File: config.mk
export PLATFORM = sky130hd
export DESIGN_NAME = vector_instr_queue
export DESIGN_NICKNAME = d
export VERILOG_FILES = /design/src/rtl/vector_instr_queue.sv
export SDC_FILE = /design/constraint.sdc
export NUM_CORES = 1
export LEC_CHECK = 0
export CAP_MARGIN = 20
export CORE_ASPECT_RATIO = 0.6
export CORE_MARGIN = 2
export CORE_UTILIZATION = 50
export DETAILED_ROUTE_END_ITERATION = 16
export PLACE_DENSITY = 0.74
export SYNTH_ARGS = -nofsm -noshare
export SYNTH_HDL_FRONTEND = slang
export SYNTH_SLANG_ARGS = --single-unit
export TNS_END_PERCENT = 30
File: constraint.sdc
create_clock -name clk -period 5.45 [get_ports clk]
set_input_delay 1.3625 -clock clk [delete_from_list [all_inputs] [get_ports clk]]
set_output_delay 1.3625 -clock clk [all_outputs]
set_load 0.01 [all_outputs]
File: src/rtl/vector_instr_queue.sv
// Decoupling FIFO between the scalar core's 96-bit vector channel and the vector issue stage.
// Optional same-cycle empty-queue bypass is enabled by defining VQ_BYPASS_EN.
module vector_instr_queue #(
  parameter int unsigned DATA_FROM_SCALAR = 96,
  parameter int unsigned WIDTH            = 32,
  parameter int unsigned DEPTH            = 4,
  parameter int unsigned CNT_W            = $clog2(DEPTH + 1)
) (
  input  logic                        clk,
  input  logic                        rst,
  input  logic [DATA_FROM_SCALAR-1:0] in_dat,
  input  logic                        in_vld,
  output logic                        in_rdy,
  input  logic                        flush,
  output logic [WIDTH-1:0]            out_instr,
  output logic [WIDTH-1:0]            out_op1,
  output logic [WIDTH-1:0]            out_op2,
  output logic                        out_is_vsetvl,
  output logic                        out_vld,
  input  logic                        out_rdy,
  output logic [CNT_W-1:0]            count,
  output logic [15:0]                 drop_cnt
);

  localparam int unsigned PtrW  = $clog2(DEPTH);
  localparam logic [6:0]  OpV   = 7'b1010111;
  localparam logic [6:0]  OpLdV = 7'b0000111;
  localparam logic [6:0]  OpStV = 7'b0100111;

  if (DATA_FROM_SCALAR != 3 * WIDTH) begin : gen_width_check
    $error("DATA_FROM_SCALAR must equal 3*WIDTH");
  end

  logic [DATA_FROM_SCALAR-1:0] mem [DEPTH];
  logic [PtrW-1:0]             rdPtr;
  logic [PtrW-1:0]             wrPtr;
  logic [CNT_W-1:0]            cnt;
  logic                        notFull;
  logic                        notEmpty;
  logic                        isVecOp;
  logic                        pushHs;
  logic                        bypassVld;
  logic                        wrEn;
  logic                        rdEn;
  logic [DATA_FROM_SCALAR-1:0] outWord;

  assign count    = cnt;
  assign notFull  = (cnt != CNT_W'(DEPTH));
  assign notEmpty = (cnt != '0);
  assign isVecOp  = (in_dat[6:0] == OpV) || (in_dat[6:0] == OpLdV) || (in_dat[6:0] == OpStV);

  // in_rdy deliberately ignores out_rdy so there is no ready path through the queue.
  assign in_rdy = rst & notFull & ~flush;
  assign pushHs = in_vld & in_rdy;

`ifdef VQ_BYPASS_EN
  assign bypassVld = pushHs & isVecOp & ~notEmpty;
  assign outWord   = notEmpty  ? mem[rdPtr] :
                     bypassVld ? in_dat     : '0;
`else
  assign bypassVld = 1'b0;
  assign outWord   = notEmpty ? mem[rdPtr] : '0;
`endif

  // A bypassed word that is taken immediately never touches storage.
  assign wrEn    = pushHs & isVecOp & ~(bypassVld & out_rdy);
  assign rdEn    = notEmpty & out_rdy;
  assign out_vld = notEmpty | bypassVld;

  assign out_instr     = outWord[WIDTH-1:0];
  assign out_op1       = outWord[WIDTH +: WIDTH];
  assign out_op2       = outWord[2*WIDTH +: WIDTH];
  assign out_is_vsetvl = (outWord[6:0] == OpV) && (outWord[14:12] == 3'b111);

  always_ff @(posedge clk or negedge rst) begin
    if (!rst) begin
      rdPtr    <= '0;
      wrPtr    <= '0;
      cnt      <= '0;
      drop_cnt <= '0;
    end else begin
      if (flush) begin
        rdPtr <= '0;
        wrPtr <= '0;
        cnt   <= '0;
      end else begin
        if (wrEn) wrPtr <= wrPtr + PtrW'(1);
        if (rdEn) rdPtr <= rdPtr + PtrW'(1);
        case ({wrEn, rdEn})
          2'b10:   cnt <= cnt + CNT_W'(1);
          2'b01:   cnt <= cnt - CNT_W'(1);
          default: cnt <= cnt;
        endcase
      end
      if (pushHs && !isVecOp && (drop_cnt != 16'hFFFF)) drop_cnt <= drop_cnt + 16'd1;
    end
  end

  // Storage is intentionally not reset.
  always_ff @(posedge clk) begin
    if (wrEn) mem[wrPtr] <= in_dat;
  end

endmodule

Word-level counts from Yosys, hierarchy flattened

Memories as Yosys holds them, arrays and structs flattened.
Index checks and enable logic that the tools add are counted.
Widths: inputs -> output; s select.

Register bits after elaboration: 23
Memory bits (writable): 384
Input port bits: 101
Output and inout bits: 118
Word-level logic and storage cells: 44
Memories: 1

Memory list:

| memory | words | bits a word | read ports | clocked after Yosys merged registers in | write ports | line | RTL |
|---|---|---|---|---|---|---|---|
| mem    | 4     | 96          | 1          | 0                                       | 1           | 34   | `logic [DATA_FROM_SCALAR-1:0] mem [DEPTH];` |

$add $sub $neg: 5
Equality and inequality tests: 9
Muxes and demuxes: 9
Bitwise logic cells: 6
Reduce and logical (&&, ||, !) cells: 10

Operator list:

| cell                  | count |
|---|---|
| $mux 96               | 1 |
| $add 16x1->16 const B | 1 |
| $ne 16x16->1 const B  | 1 |
| $eq 7x7->1 const B    | 2 |
| $mux 2                | 4 |
| $eq 7x3->1 const B    | 1 |
| $eq 7x6->1 const B    | 1 |
| $pmux 3 s2            | 1 |
| $reduce_bool 3->1     | 2 |
| $and 1x1->1           | 5 |
| $add 2x1->2 const B   | 2 |
| $reduce_bool 2->1     | 2 |
| $add 3x1->3 const B   | 1 |
| $eq 3x3->1 const B    | 1 |
| $logic_and 1x1->1     | 3 |
| $mux 3                | 1 |
| $ne 3x3->1 const B    | 1 |
| $sub 3x1->3 const B   | 1 |
| $eq 2x1->1 const B    | 1 |
| $eq 2x2->1 const B    | 1 |
| $logic_or 1x1->1      | 2 |
| $mux 1                | 2 |
| $logic_not 1->1       | 1 |
| $not 1->1             | 1 |

Logic depth before layout (Yosys ltp)

Word-level depth: 8
Depth in mapped cells: 10
Gate-level depth less buffers: 8

Worst setup path before layout

No wires, ideal clock.

Path kind: input to register
Start: input flush
End: memory mem[0][0], enable pin
Library setup time: 0.466 ns
Arrival: 4.534 ns
Data required time: 4.984 ns
Path slack: 0.451 ns
Stages: 6
Path buffers: 2
Path through: buf_6 > nand2b_4 > a211o_4 > nor2b_4 > buf_4 > and2_1

Longest elaborated chain between the ends: 6

RTL lines:

| element                      | line | RTL |
|---|---|---|
| from (decl)                  | 14   | `input logic flush,` |
| $not 1->1                    | 53   | `assign in_rdy = rst & notFull & ~flush;` |
| $and 1x1->1                  | 53   |  |
| $and 1x1->1                  | 54   | `assign pushHs = in_vld & in_rdy;` |
| $and 1x1->1                  | 66   | `assign wrEn = pushHs & isVecOp & ~(bypassVld & out_rdy);` |
| $mux 1                       | 101  | `if (wrEn) mem[wrPtr] <= in_dat;` |
| $mux 1 (not written as such) | 101  |  |
| to (decl)                    | 34   |  |

No other way between the ends.

Worst setup path in the final report

Start: register cnt[2] (netlist: count[2])
End: output out_instr[9]

Longest elaborated chain between the ends: 2

RTL lines:

| element                | line | RTL |
|---|---|---|
| from (decl)            | 37   | `logic [CNT_W-1:0] cnt;` |
| from (signal assigned) | 90   | `2'b10: cnt <= cnt + CNT_W'(1);` |
| from (signal assigned) | 91   | `2'b01: cnt <= cnt - CNT_W'(1);` |
| from (signal assigned) | 92   | `default: cnt <= cnt;` |
| $reduce_bool 3->1      | 49   | `assign notEmpty = (cnt != '0);` |
| $mux 96                | 62   | `assign outWord = notEmpty ? mem[rdPtr] : '0;` |
| to (decl)              | 15   | `output logic [WIDTH-1:0] out_instr,` |

No other way between the ends.

==> out/qor.txt <==
Routed wire per std cell = 22.1 um
Reg area = 12,100 um^2
Leak = 6.29 nW
WL final = 31.5 mm
Synth Flop Type = edfxtp_1
H-tree depth = 2
Syn Inst Count = 745
First-pass iteration count of the detailed router = 4
Internal power = 5.33 mW
Remaining global-route overflow = 0
Clock Power Share = 40.3%
Fin worst setup slack = 0.966 ns
CTS tree = yes
Worst vdd ir = 0.264 mV
Total track usage = 19.4%
Die height = 142 um
Sw Ratio = 20.0%
Die Span X = 234 um
Die area = 33,200 um^2
Sequential Power Share = 52.1%
Largest net degree at the start of global routing = 59
EDFF count, synth = 384
Number of CTS-inserted buffers = 38
CP bufs+invs = 2
Area growth, synth to finish = 25.1%
Worst clock skew = 0.0139 ns
Vias in the first global route = 8,131
Rel. slew slack = 31.4%
Multi-input logic area = 3550 um^2
Post-Synthesis Net Count = 852
Setup Fix Bufs, Post-CTS = 0
Core Rows = 50
#FFs+latches synth = 407
Syn. warnings = 0
Drt drc = 0
Layout cells sized above 1 = 17.7%
Gpl congestion = 0.778
First-pass GRT wire length = 48.2 mm
Dpl ws = 1.13 ns
Asr flop ratio synth = 5.65%
Post_cts resized = 0
Crit path max-delay family = simple AND/OR/NAND/NOR gates
CTS root buffer = clkbuf_16
Crit-path cells = or3_2 > buf_4 > and2_1 > clkdlybuf4s50_1
Comb pwr share = 7.6%
Post-route setup TNS = 0 ns
# hold bufs at CTS = 0
Max-Cap Viols = 0
Period minus WS final = 4.48 ns
Seq/Total Area, Yosys = 76.3%
CP max stage delay = 0.85 ns
Crit Path Category = flop to output port
Port buffer count = 218
Startpoint Class = flop
Final setup vio count = 0
DR vias = 7,792
Crit end category = output port
Initial antenna violation count = 5
Core area = 31,200 um^2
Worst-Skew Late Latency = 0.53 ns
Effective utilization at floorplan = 50.8%
Unique cell type count in the Yosys netlist = 41
CTS Sinks = 407
CTS max path bufs = 3
Fill cells = 2,137
Mapped Area = 15,900 um^2
Worst-margin pin slew = 1.03 ns
CP max FO = 58
Hold Vio Cnt, Final = 0
Worst EP required = 4.09 ns
Period utilization = 82.3%
Slew Limit Fails = 0
Cell Pwr Density = 335 nW/um^2
Antenna-violating nets left = 0
Mean post-synth cell area = 21.3 um^2
P_sw = 1.33 mW
Clock-pin slew on the worst setup and hold paths = 0.06 ns
Slowest cell on crit path = or3_2
# IOs = 219
Top achievable clock speed = 223 MHz
Hold WC Path Type = flop to flop
DP HPWL = 19.7 mm
WP data arrival = 3.12 ns
Iter 0 DRT Violations = 610
# nets final = 1,086
RSZ-0062 raised after global routing = false
Status = complete, no violations
Post-DR vias/cell = 5.46
-- metrics by stage --
stage	hold slack, ns	power, mW	cells	utilization, %	instance area, um^2
5_1_grt	0.527	6.89	1422	63.6	19800
3_3_place_gp	0.487	4.04	1355	59.5	18600
4_1_cts	0.513	6.73	1422	63.6	19800
2_1_floorplan	0.525	3.76	745	-	15900
6_report	0.509	6.66	1426	63.6	19900
3_5_place_dp	0.499	4.05	1355	59.5	18600
-- logic make-up after synthesis --
family / after synthesis / synth area share, %
flip-flops: 407 / 76.3
AND/OR/NAND/NOR: 161 / 6.33
multiplexers: 102 / 14.0
buffers and inverters: 43 / 1.41
XOR/XNOR: 18 / 0.993
AO/OA/AOI/OAI: 8 / 0.434
adder cells (fa/ha/maj): 6 / 0.520
-- state kept, by name (all words and copies together), names as in the netlist --
register,count
wrPtr,2
count,3
rdPtr,2
mem,384
drop_cnt,16
-- cells in the final DEF, fill, tap and decap left out, types with 8 or more instances in the layout --
cell type and instances:
edfxtp_1 384, clkdlybuf4s50_1 218, and2_1 98, mux4_2 96
clkbuf_16 41, dfrtp_1 21, xnor2_1 14, clkbuf_1 12
nor2_1 10, nand4_1 8, buf_4 8
-- worst register-to-register path, cell delays in order (launching register included) --
cell	delay, ns
dfrtp_1	0.45
or3_2	0.95
nand2_1	0.42
nor2_1	0.09
fa_1	0.43
nor2_1	0.12
nor3_1	0.07
a2111oi_2	0.35
-- path summary, 6_finish.rpt --
check,end,startpoint,cells past startpoint,slack (ns)
max,out_instr[9],count[2]$_DFFE_PN0P_,4,0.97
min in group asynchronous,drop_cnt[12]$_DFFE_PN0P_,rst,2,1.30
min,drop_cnt[10]$_DFFE_PN0P_,drop_cnt[10]$_DFFE_PN0P_,1,0.51
min reg2reg,drop_cnt[10]$_DFFE_PN0P_,drop_cnt[10]$_DFFE_PN0P_,1,0.51
max reg2reg,count[2]$_DFFE_PN0P_,count[0]$_DFFE_PN0P_,7,2.45
max in group asynchronous,rdPtr[1]$_DFFE_PN0P_,rst,2,3.89
-- final cells by class --
type                            count  share of cell area (%)
Clock buffer                       53                    5.39
Antenna cell                        4                  0.0504
Timing Repair Buffer              233                    12.0
Clock inverter                     14                   0.977
Tap cell                          416                    2.62
Multi-Input combinational cell    295                    17.9
Inverter                            4                  0.0756
Sequential cell                   407                    61.0
-- cells in the mapped netlist (3+ instances only) --
cell type	count	area share (%)
xor2_1	4	0.22
inv_1	4	0.095
edfxtp_1	384	73
nand3b_1	3	0.14
dfrtp_1	23	3.6
ha_1	5	0.39
nor2_1	10	0.24
nand2b_1	3	0.12
and3_1	5	0.20
nand4b_1	3	0.17
and2_1	102	4.0
clkbuf_1	19	0.45
nand4_1	8	0.32
buf_2	5	0.16
mux4_2	96	14
nand2_1	7	0.17
buf_4	11	0.52
xnor2_1	14	0.77
a21oi_1	3	0.095
mux2i_1	3	0.19
nand3_1	7	0.22
-- power groups by stage --
stage | Sequential [mW] | Combinational (mW) | Clock (mW)
after CTS | 3.47 | 0.515 | 2.75
after floorplan | 3.53 | 0.227 | 0
after global routing | 3.47 | 0.546 | 2.88
after global placement | 3.54 | 0.506 | 0
after detailed placement | 3.54 | 0.512 | 0
final | 3.47 | 0.507 | 2.68
-- routing by layer --
layer	GRT usage [%]	part of all wire [%]	routed length (um)	vias up
li1	-	-	-	3471
met1	28.3	45	14100	4061
met2	29.6	47	14800	219
met3	5.25	6.5	2050	39
met4	4.86	1.6	497	2
met5	0	0.041	13	-
Note: power is estimated with default switching activity, not from simulation.
